`src/rtl/seq_detect_param_pkg.sv`:
```
// rtl/seq_detect_param_pkg.sv - shared constants and elaboration-time pattern functions
package seq_pkg;

  localparam bit OVERLAP_ON  = 1'b1;
  localparam bit OVERLAP_OFF = 1'b0;

  // Prefix bit i (0 = first bit received) of a pattern stored MSB-first in len bits.
  function automatic logic pat_bit(input logic [15:0] pattern, input int len, input int i);
    logic [15:0] s;
    s = pattern >> (len - 1 - i);
    return s[0];
  endfunction

  // Longest proper prefix of the first k pattern bits that is also a suffix of them.
  function automatic int seq_fail(input logic [15:0] pattern, input int len, input int k);
    bit ok;
    for (int j = k - 1; j > 0; j--) begin
      ok = 1'b1;
      for (int i = 0; i < j; i++)
        if (pat_bit(pattern, len, i) != pat_bit(pattern, len, k - j + i))
          ok = 1'b0;
      if (ok)
        return j;
    end
    return 0;
  endfunction

  // Prefix length reached after seeing bit b in state k; len means a full match.
  function automatic int seq_next(input logic [15:0] pattern, input int len, input int k,
                                  input logic b);
    int j;
    j = k;
    while (j > 0 && pat_bit(pattern, len, j) != b)
      j = seq_fail(pattern, len, j);
    if (pat_bit(pattern, len, j) == b)
      return j + 1;
    return 0;
  endfunction

endpackage

```
`src/rtl/seq_detect_param_if.sv`:
```
// rtl/seq_detect_param_if.sv - serial input, controls and status outputs of the detector
interface seq_detect_param_if #(
  parameter int CNT_W = 8,
  parameter int ST_W  = 3
);
  logic             din;
  logic             clr;
  logic             tick;
  logic             match;
  logic [CNT_W-1:0] match_cnt;
  logic [ST_W-1:0]  state;

  modport master (output din, clr, input tick, match, match_cnt, state);
  modport slave  (input din, clr, output tick, match, match_cnt, state);
endinterface

```
`src/rtl/seq_detect_param_tick_gen.sv`:
```
// rtl/seq_detect_param_tick_gen.sv - sample strobe, one clk wide every 2^DIV_W cycles
module tick_gen #(
  parameter int DIV_W = 28
) (
  input  logic clk,
  input  logic rst,
  output logic tick
);

  if (DIV_W == 0) begin : g_always
    assign tick = ~rst;
  end else begin : g_div
    logic [DIV_W-1:0] div_q;

    always_ff @(posedge clk or posedge rst) begin
      if (rst)
        div_q <= '0;
      else
        div_q <= div_q + DIV_W'(1);
    end

    assign tick = &div_q;
  end

endmodule

```
`src/rtl/seq_detect_param.sv`:
```
// rtl/seq_detect_param.sv - parametrised KMP serial pattern detector with match counter
module seq_detect_param
  import seq_pkg::*;
#(
  parameter int             PAT_W   = 5,
  parameter logic [PAT_W-1:0] PATTERN = 5'b10101,
  parameter bit             OVERLAP = OVERLAP_ON,
  parameter int             DIV_W   = 28,
  parameter int             CNT_W   = 8
) (
  input  logic              clk,
  input  logic              rst,
  seq_detect_param_if.slave bus
);

  localparam int          ST_W  = $clog2(PAT_W);
  localparam logic [15:0] PAT16 = 16'(PATTERN);

  logic             tick;
  logic [ST_W-1:0]  state_q, state_d;
  logic             hit;
  logic             match_q;
  logic [CNT_W-1:0] cnt_q;

  logic [ST_W-1:0]  nxt_tab [PAT_W][2];
  logic             hit_tab [PAT_W][2];

  tick_gen #(.DIV_W(DIV_W)) u_tick (
    .clk  (clk),
    .rst  (rst),
    .tick (tick)
  );

  // Transition table is fully constant; a full match folds back to fail(PAT_W) or 0.
  for (genvar k = 0; k < PAT_W; k++) begin : g_state
    for (genvar b = 0; b < 2; b++) begin : g_bit
      localparam int RAW = seq_next(PAT16, PAT_W, k, (b == 1));
      localparam int NXT = (RAW == PAT_W) ? (OVERLAP ? seq_fail(PAT16, PAT_W, PAT_W) : 0)
                                          : RAW;
      assign nxt_tab[k][b] = ST_W'(NXT);
      assign hit_tab[k][b] = (RAW == PAT_W);
    end
  end

  always_comb begin
    state_d = state_q;
    hit     = 1'b0;
    if (tick) begin
      state_d = nxt_tab[state_q][bus.din];
      hit     = hit_tab[state_q][bus.din];
    end
  end

  always_ff @(posedge clk or posedge rst) begin
    if (rst) begin
      state_q <= '0;
      match_q <= 1'b0;
      cnt_q   <= '0;
    end else begin
      state_q <= state_d;
      match_q <= hit;
      if (bus.clr)
        cnt_q <= '0;
      else if (hit && cnt_q != '1)
        cnt_q <= cnt_q + CNT_W'(1);
    end
  end

  assign bus.tick      = tick;
  assign bus.match     = match_q;
  assign bus.match_cnt = cnt_q;
  assign bus.state     = state_q;

endmodule
```
`src/flat_wrapper.sv`:
```
// flat-port wrapper written by rule: the top's interface ports become plain ports
module seq_detect_param_flat import seq_pkg::*;
#(
  parameter int             PAT_W   = 5,
  parameter logic [PAT_W-1:0] PATTERN = 5'b10101,
  parameter bit             OVERLAP = OVERLAP_ON,
  parameter int             DIV_W   = 28,
  parameter int             CNT_W   = 8
)
  (clk, rst, bus_din, bus_clr, bus_tick, bus_match, bus_match_cnt, bus_state);
  seq_detect_param_if #(.CNT_W(CNT_W)) bus_i ();
  input  logic clk;
  input  logic rst;
  input wire logic [$bits(bus_i.din)-1:0] bus_din;
  input wire logic [$bits(bus_i.clr)-1:0] bus_clr;
  output wire logic [$bits(bus_i.tick)-1:0] bus_tick;
  output wire logic [$bits(bus_i.match)-1:0] bus_match;
  output wire logic [$bits(bus_i.match_cnt)-1:0] bus_match_cnt;
  output wire logic [$bits(bus_i.state)-1:0] bus_state;
  assign bus_i.din = bus_din;
  assign bus_i.clr = bus_clr;
  assign bus_tick = bus_i.tick;
  assign bus_match = bus_i.match;
  assign bus_match_cnt = bus_i.match_cnt;
  assign bus_state = bus_i.state;
  seq_detect_param #(.PAT_W(PAT_W), .PATTERN(PATTERN), .OVERLAP(OVERLAP), .DIV_W(DIV_W), .CNT_W(CNT_W)) u_core (.clk(clk), .rst(rst), .bus(bus_i));
endmodule
```
`config.mk`:
```
export PLATFORM = sky130hd
export DESIGN_NAME = seq_detect_param_flat
export DESIGN_NICKNAME = d
export VERILOG_FILES = /design/src/rtl/seq_detect_param_pkg.sv /design/src/rtl/seq_detect_param_if.sv /design/src/rtl/seq_detect_param_tick_gen.sv /design/src/rtl/seq_detect_param.sv /design/src/flat_wrapper.sv
export SDC_FILE = /design/constraint.sdc
export NUM_CORES = 1
export LEC_CHECK = 0
export CAP_MARGIN = 10
export CORE_MARGIN = 5
export CORE_UTILIZATION = 30
export DETAILED_ROUTE_END_ITERATION = 10
export GPL_ROUTABILITY_DRIVEN = 0
export PLACE_DENSITY = 0.53
export SLEW_MARGIN = 15
export SYNTH_ARGS = -nofsm -noshare
export SYNTH_HDL_FRONTEND = slang
export SYNTH_SLANG_ARGS = --single-unit
```
`constraint.sdc`:
```
create_clock -name clk -period 2 [get_ports clk]
set_input_delay 0.4 -clock clk [delete_from_list [all_inputs] [get_ports clk]]
set_output_delay 0.4 -clock clk [all_outputs]
set_load 0.03 [all_outputs]
```
======== Word-level counts from Yosys, hierarchy flattened ========
Memory sizes are Yosys's and may differ from the RTL's.
Cells that the tools add are included.
storage, ports and cells
  register bits ........................... 40
  memory bits (read-only) ................. 64
  input port bits ......................... 4
  output and inout port bits .............. 13
  logic and storage cells ................. 29
  memories kept ........................... 2
operators by class
  add/sub/neg operators ................... 2
  order comparisons ....................... 2
  equal/unequal tests ..................... 1
  multiplexer cells ....................... 13
  bitwise gates (word level) .............. 2
  reductions and logical operators ........ 3
memory list
  name             words  width  read ports  clocked after memory_dff  write ports  line                    RTL
  (no name shown)  8      6      1           0                         0            seq_detect_param.sv:49  state_d = nxt_tab[state_q][bus.din];
  (no name shown)  8      2      1           0                         0            seq_detect_param.sv:50  hit = hit_tab[state_q][bus.din];
operators with widths
  kind                                                       number
  adder 28 x 1 -> 28 bit (second input constant)             1
  AND reduction 28 bit                                       1
  2-to-1 mux 8 bit                                           2
  2-to-1 mux 6 bit                                           2
  2-to-1 mux 3 bit                                           3
  adder 8 x 1 -> 8 bit (second input constant)               1
  inequality test 8 bit (second input constant)              1
  greater-or-equal comparator 4 bit (second input constant)  1
  2-to-1 mux 1 bit                                           4
  2-to-1 mux 2 bit                                           2
  NOT 3 -> 4 bit                                             1
  greater-or-equal comparator 2 bit (second input constant)  1
  NOT 1 -> 2 bit                                             1
  nonzero test 2 bit                                         1
  logical AND 1 bit                                          1

======== Longest topological paths before layout ========
  depth after elaboration ................. 11
  depth in mapped cells ................... 7
  mapped depth without buffers ............ 5

======== By module ========
From an unflattened synthesis, not the netlist that was laid out.
second synthesis, totals
  cell total of the unflattened synthesis .. 174
  area, all modules ....................... 1998.2 um^2
by module, submodules not included
  module            times used  cells an instance  area an instance (um^2)  sequential area each (um^2)
  tick_gen          1           113                1300.0                   700.7
  seq_detect_param  1           61                 698.2                    300.3

======== Worst setup path after synthesis ========
OpenSTA, ideal clock, no wires.
  kind .................................... reg-to-reg
  start ................................... register u_core.u_tick.g_div.div_q[0]
  end ..................................... register u_core.cnt_q[7] (netlist: u_core.bus.match_cnt[7])
  arrival time ............................ 1946 ps
  setup slack ............................. -70 ps
  cell stages (with the launch flop) ...... 8
  path buffers ............................ 2
  period minus slack after synthesis ...... 2070 ps
  cells stage by stage .................... dfrtp_1 > ha_1 > and4_1 > clkbuf_1 > nand4_1 > clkbuf_1 > nor4b_1 > mux2_2
between the ends
  cells in the longest elaborated chain, start to end .. 4
RTL lines
  element                       line                             RTL
  from (decl)                   seq_detect_param_tick_gen.sv:13  logic [DIV_W-1:0] div_q;
  from (signal assigned)        seq_detect_param_tick_gen.sv:19  div_q <= div_q + DIV_W'(1);
  AND reduction 28 bit          seq_detect_param_tick_gen.sv:22  assign tick = &div_q;
  2-to-1 mux 1 bit              seq_detect_param.sv:48           if (tick) begin
  logical AND 1 bit             seq_detect_param.sv:64           else if (hit && cnt_q != '1)
  nonzero test 2 bit (no line)  -
  to (signal assigned)          seq_detect_param.sv:65           cnt_q <= cnt_q + CNT_W'(1);
  to (decl)                     seq_detect_param.sv:23           logic [CNT_W-1:0] cnt_q;
Every way passes these cells.
A chain may end at the register's enable or synchronous reset.

======== Final worst setup path ========
  start ................................... register u_core.u_tick.g_div.div_q[11]
  end ..................................... output port bus_tick
between the ends
  cells in the longest elaborated chain, start to end .. 1
RTL lines
  element               line                             RTL
  AND reduction 28 bit  seq_detect_param_tick_gen.sv:22
  to (decl)             flat_wrapper.sv:16               output wire logic [$bits(bus_i.tick)-1:0] bus_tick;
Every way passes these cells.

==> flow_summary_export.csv <==
group,metric,value,unit
setup_path,worstPathMaxFanout,3,
drt,vias,1588,
timing,fin_crit,2062,ps
setup_path,required,1600,ps
global_route,grt_pass1_vias,1630,
drt,post-route-drc-count,0,
timing,fmax,484.9,MHz
drt,drt_wl_total,4298,um
flow_run,drv_cap,0,
floorplanning,row_count,29,
timing,fin_crit_sh,103.1,%
drt,antenna_left,0,
timing,relSlewSlack,60.46,%
global_route,busiest_layer,"met2",
timing,hold_ws,492.5,ps
timing,setup_tns,-62.40,ps
setup_path,crit_type,"flop to primary output",
timing,hold_violations,0,
placed_design,place_area,0.002440,sq mm
setup_path,start_kind,"flop",
yosys,ys_seq_area_share,50.19,%
clock_network,clkLatencyLatePin,290,ps
layout,final_cells,322,
drt,drt_iter0_markers,65,
placed_design,io_buffers,16,
timing,grt_setup_unrepaired,"true",
clock_network,clock-sinks,40,
clock_network,ctsHoldBuffers,0,
floorplanning,dieArea,0.008379,sq mm
drt,wire_per_inst,13.35,um
timing,tightest_slew,591.2,ps
yosys,synth_cells,187,
drt,viasPerCell,4.932,
yosys,synth.net_count,193,
timing,slew_violations,0,
layout,syn2layout_area_growth,39.34,%
clock_network,numCtsBuffers,5,
clock_network,cts_buffer_depth,2,
global_route,grtUsageMet1,13.71,%
placed_design,dp.cells,303,
yosys,yosysUniqueCellTypes,37,
clock_network,cts-root-buf,"clkbuf_8",
global_route,track_usage,10.60,%
clock_network,cts_tree,"done",
floorplanning,design.core.area,0.006422,sq mm
layout,nets,250,
yosys,yosys_warnings,0,
setup_path,crit_path_end_kind,"primary output",
placed_design,dpl.hpwl,2912,um
yosys,syn_area,0.001994,sq mm
worst_hold_path,worstHoldPathType,"flop to flop",
setup_path,crit_slowest_cell,"or4_4",
layout,antennaDiodeCount,0,
global_route,grt_first_pass_wirelength,7376,um
timing,fin_ws,-62.40,ps
pwr,p_per_area,637.2,mW/mm^2
layout,mostFrequentLayoutCells,"40 x dfrtp_1, 37 x buf_4, 22 x xnor2_1, 17 x nand4_1",
timing,setup_viol,1,
setup_path,cpPeakStageDelay,590,ps
yosys,ys_ff_latch,40,
pwr,leakagePower,1.213,nW
clock_network,clk_pin_slew,80,ps
floorplanning,dieWidth,91.54,um
pwr,peakVddDrop,0.2556,mV
floorplanning,ios,17,
placed_design,pre_cts_ws,-31.81,ps
layout,fin_util,43.27,%
yosys,syn_avg_cell_area,10.67,sq um
layout,nFillCells,617,
global_route,grt_overflow_total,0,
drt,dr.pass1.iters,4,
setup_path,crit_chain,"nand4_2 -> or4_4 -> nor2_4 -> buf_6",
timing,finClkSkew,8.428,ps
outcome,status,"finished with violations",
floorplanning,initial_core_util,31.05,%
layout,finalInstanceArea,0.002779,sq mm
outcome,violations,"negative setup slack",
global_route,antenna_found_initial,0,
pwr,finalPower,1.771,mW
global_route,grt_util_met2,17.65,%
layout,drive_above_1_share,31.84,%
global_route,use_met3,2.975,%
floorplanning,fp.dieH,91.54,um
clock_network,cts.htree.levels,2,
global_route,grt_max_degree,41,
setup_path,crit_arrival,1660,ps
layout,layout_commonest_cell,"dfrtp_1",
==> registers in the layout, indices dropped and copies added, names as in the netlist <==
| register | cells |
|---|---|
| u_core.u_tick.g_div.div_q | 28 |
| u_core.bus.state | 3 |
| u_core.bus.match | 1 |
| u_core.bus.match_cnt | 8 |
==> routing by layer <==
metal | part of all wire [%] | up-vias
li1 | - | 793
met1 | 49 | 773
met2 | 47 | 20
met3 | 3.9 | 2
met4 | 0.44 | 0
met5 | 0 | -
==> cells by family after synthesis <==
family	synth area share (%)
flip-flops	50.19
XOR/XNOR	11.42
adder cells (fa/ha/maj)	1.255
AO/OA/AOI/OAI	3.325
multiplexers	3.953
buffers and inverters	2.948
AND/OR/NAND/NOR	26.91
==> cell usage after synthesis, drive strengths merged <==
library cell   n  area share (%)
dfrtp         40              50
xnor2         22             9.7
nand4         18             6.0
nand3         16             4.0
nor2          11             2.1
nand2          9             1.7
and3           7             2.3
mux2           7             4.0
nor2b          6             1.9
nor3           6             1.5
nor4           6             1.9
inv            5            0.94
clkbuf         4            0.75
xor2           4             1.8
and4           3             1.4
or4            3             1.3
and2           2            0.63
buf            2            0.82
ha             2             1.3
o31ai          2            0.75
a211o          1            0.44
a21oi          1            0.25
a22o           1            0.44
and4b          1            0.50
dlygate4sd1    1            0.44
nand3b         1            0.38
nor4b          1            0.44
o21bai         1            0.56
o311ai         1            0.44
o41ai          1            0.44
or2            1            0.44
or4b           1            0.50
==> power by group <==
| part | leakage [nW] | internal [mW] | switching (mW) |
|---|---|---|---|
| Sequential | 0.542 | 0.809 | 0.00110 |
| Combinational | 0.593 | 0.0136 | 0.0275 |
| Clock | 0.0784 | 0.624 | 0.295 |
==> critical path, delay by kind of cell, from the launching register on <==
family / cells / cell delay, ps
simple gates: 3 / 840
buf+inv: 1 / 130
flops: 1 / 400
==> final cells by class <==
class	count	area, sq um	area share [%]
Clock inverter	3	90.09	3.242
Timing Repair Buffer	57	484.2	17.42
Clock buffer	5	68.82	2.476
Sequential cell	40	1001	36.02
Inverter	5	18.77	0.6754
Multi-Input combinational cell	135	1020	36.70
Tap cell	77	96.34	3.467
==> repair_timing <==
action,CTS,global route
resized for setup,9,12
pin swaps,4,7
cloned,0,0
setup buffers,6,5
hold endpoints to repair,0,0
setup endpoints to repair,2,8
==> final timing paths <==
check                                                   start                             to  slack (ps)  cells after the start
worst max-delay path            u_core.u_tick.g_div.div_q[11]                       bus_tick         -60                      4
worst min-delay path            u_core.u_tick.g_div.div_q[13]  u_core.u_tick.g_div.div_q[13]         490                      1
worst max register to register  u_core.u_tick.g_div.div_q[14]            u_core.bus.state[1]          40                      6
worst min register to register  u_core.u_tick.g_div.div_q[13]  u_core.u_tick.g_div.div_q[13]         490                      1
max in group asynchronous                                 rst  u_core.u_tick.g_div.div_q[20]        1100                      3
min in group asynchronous                                 rst        u_core.bus.match_cnt[3]         530                      3
Note: power is estimated with default switching activity, not from simulation.
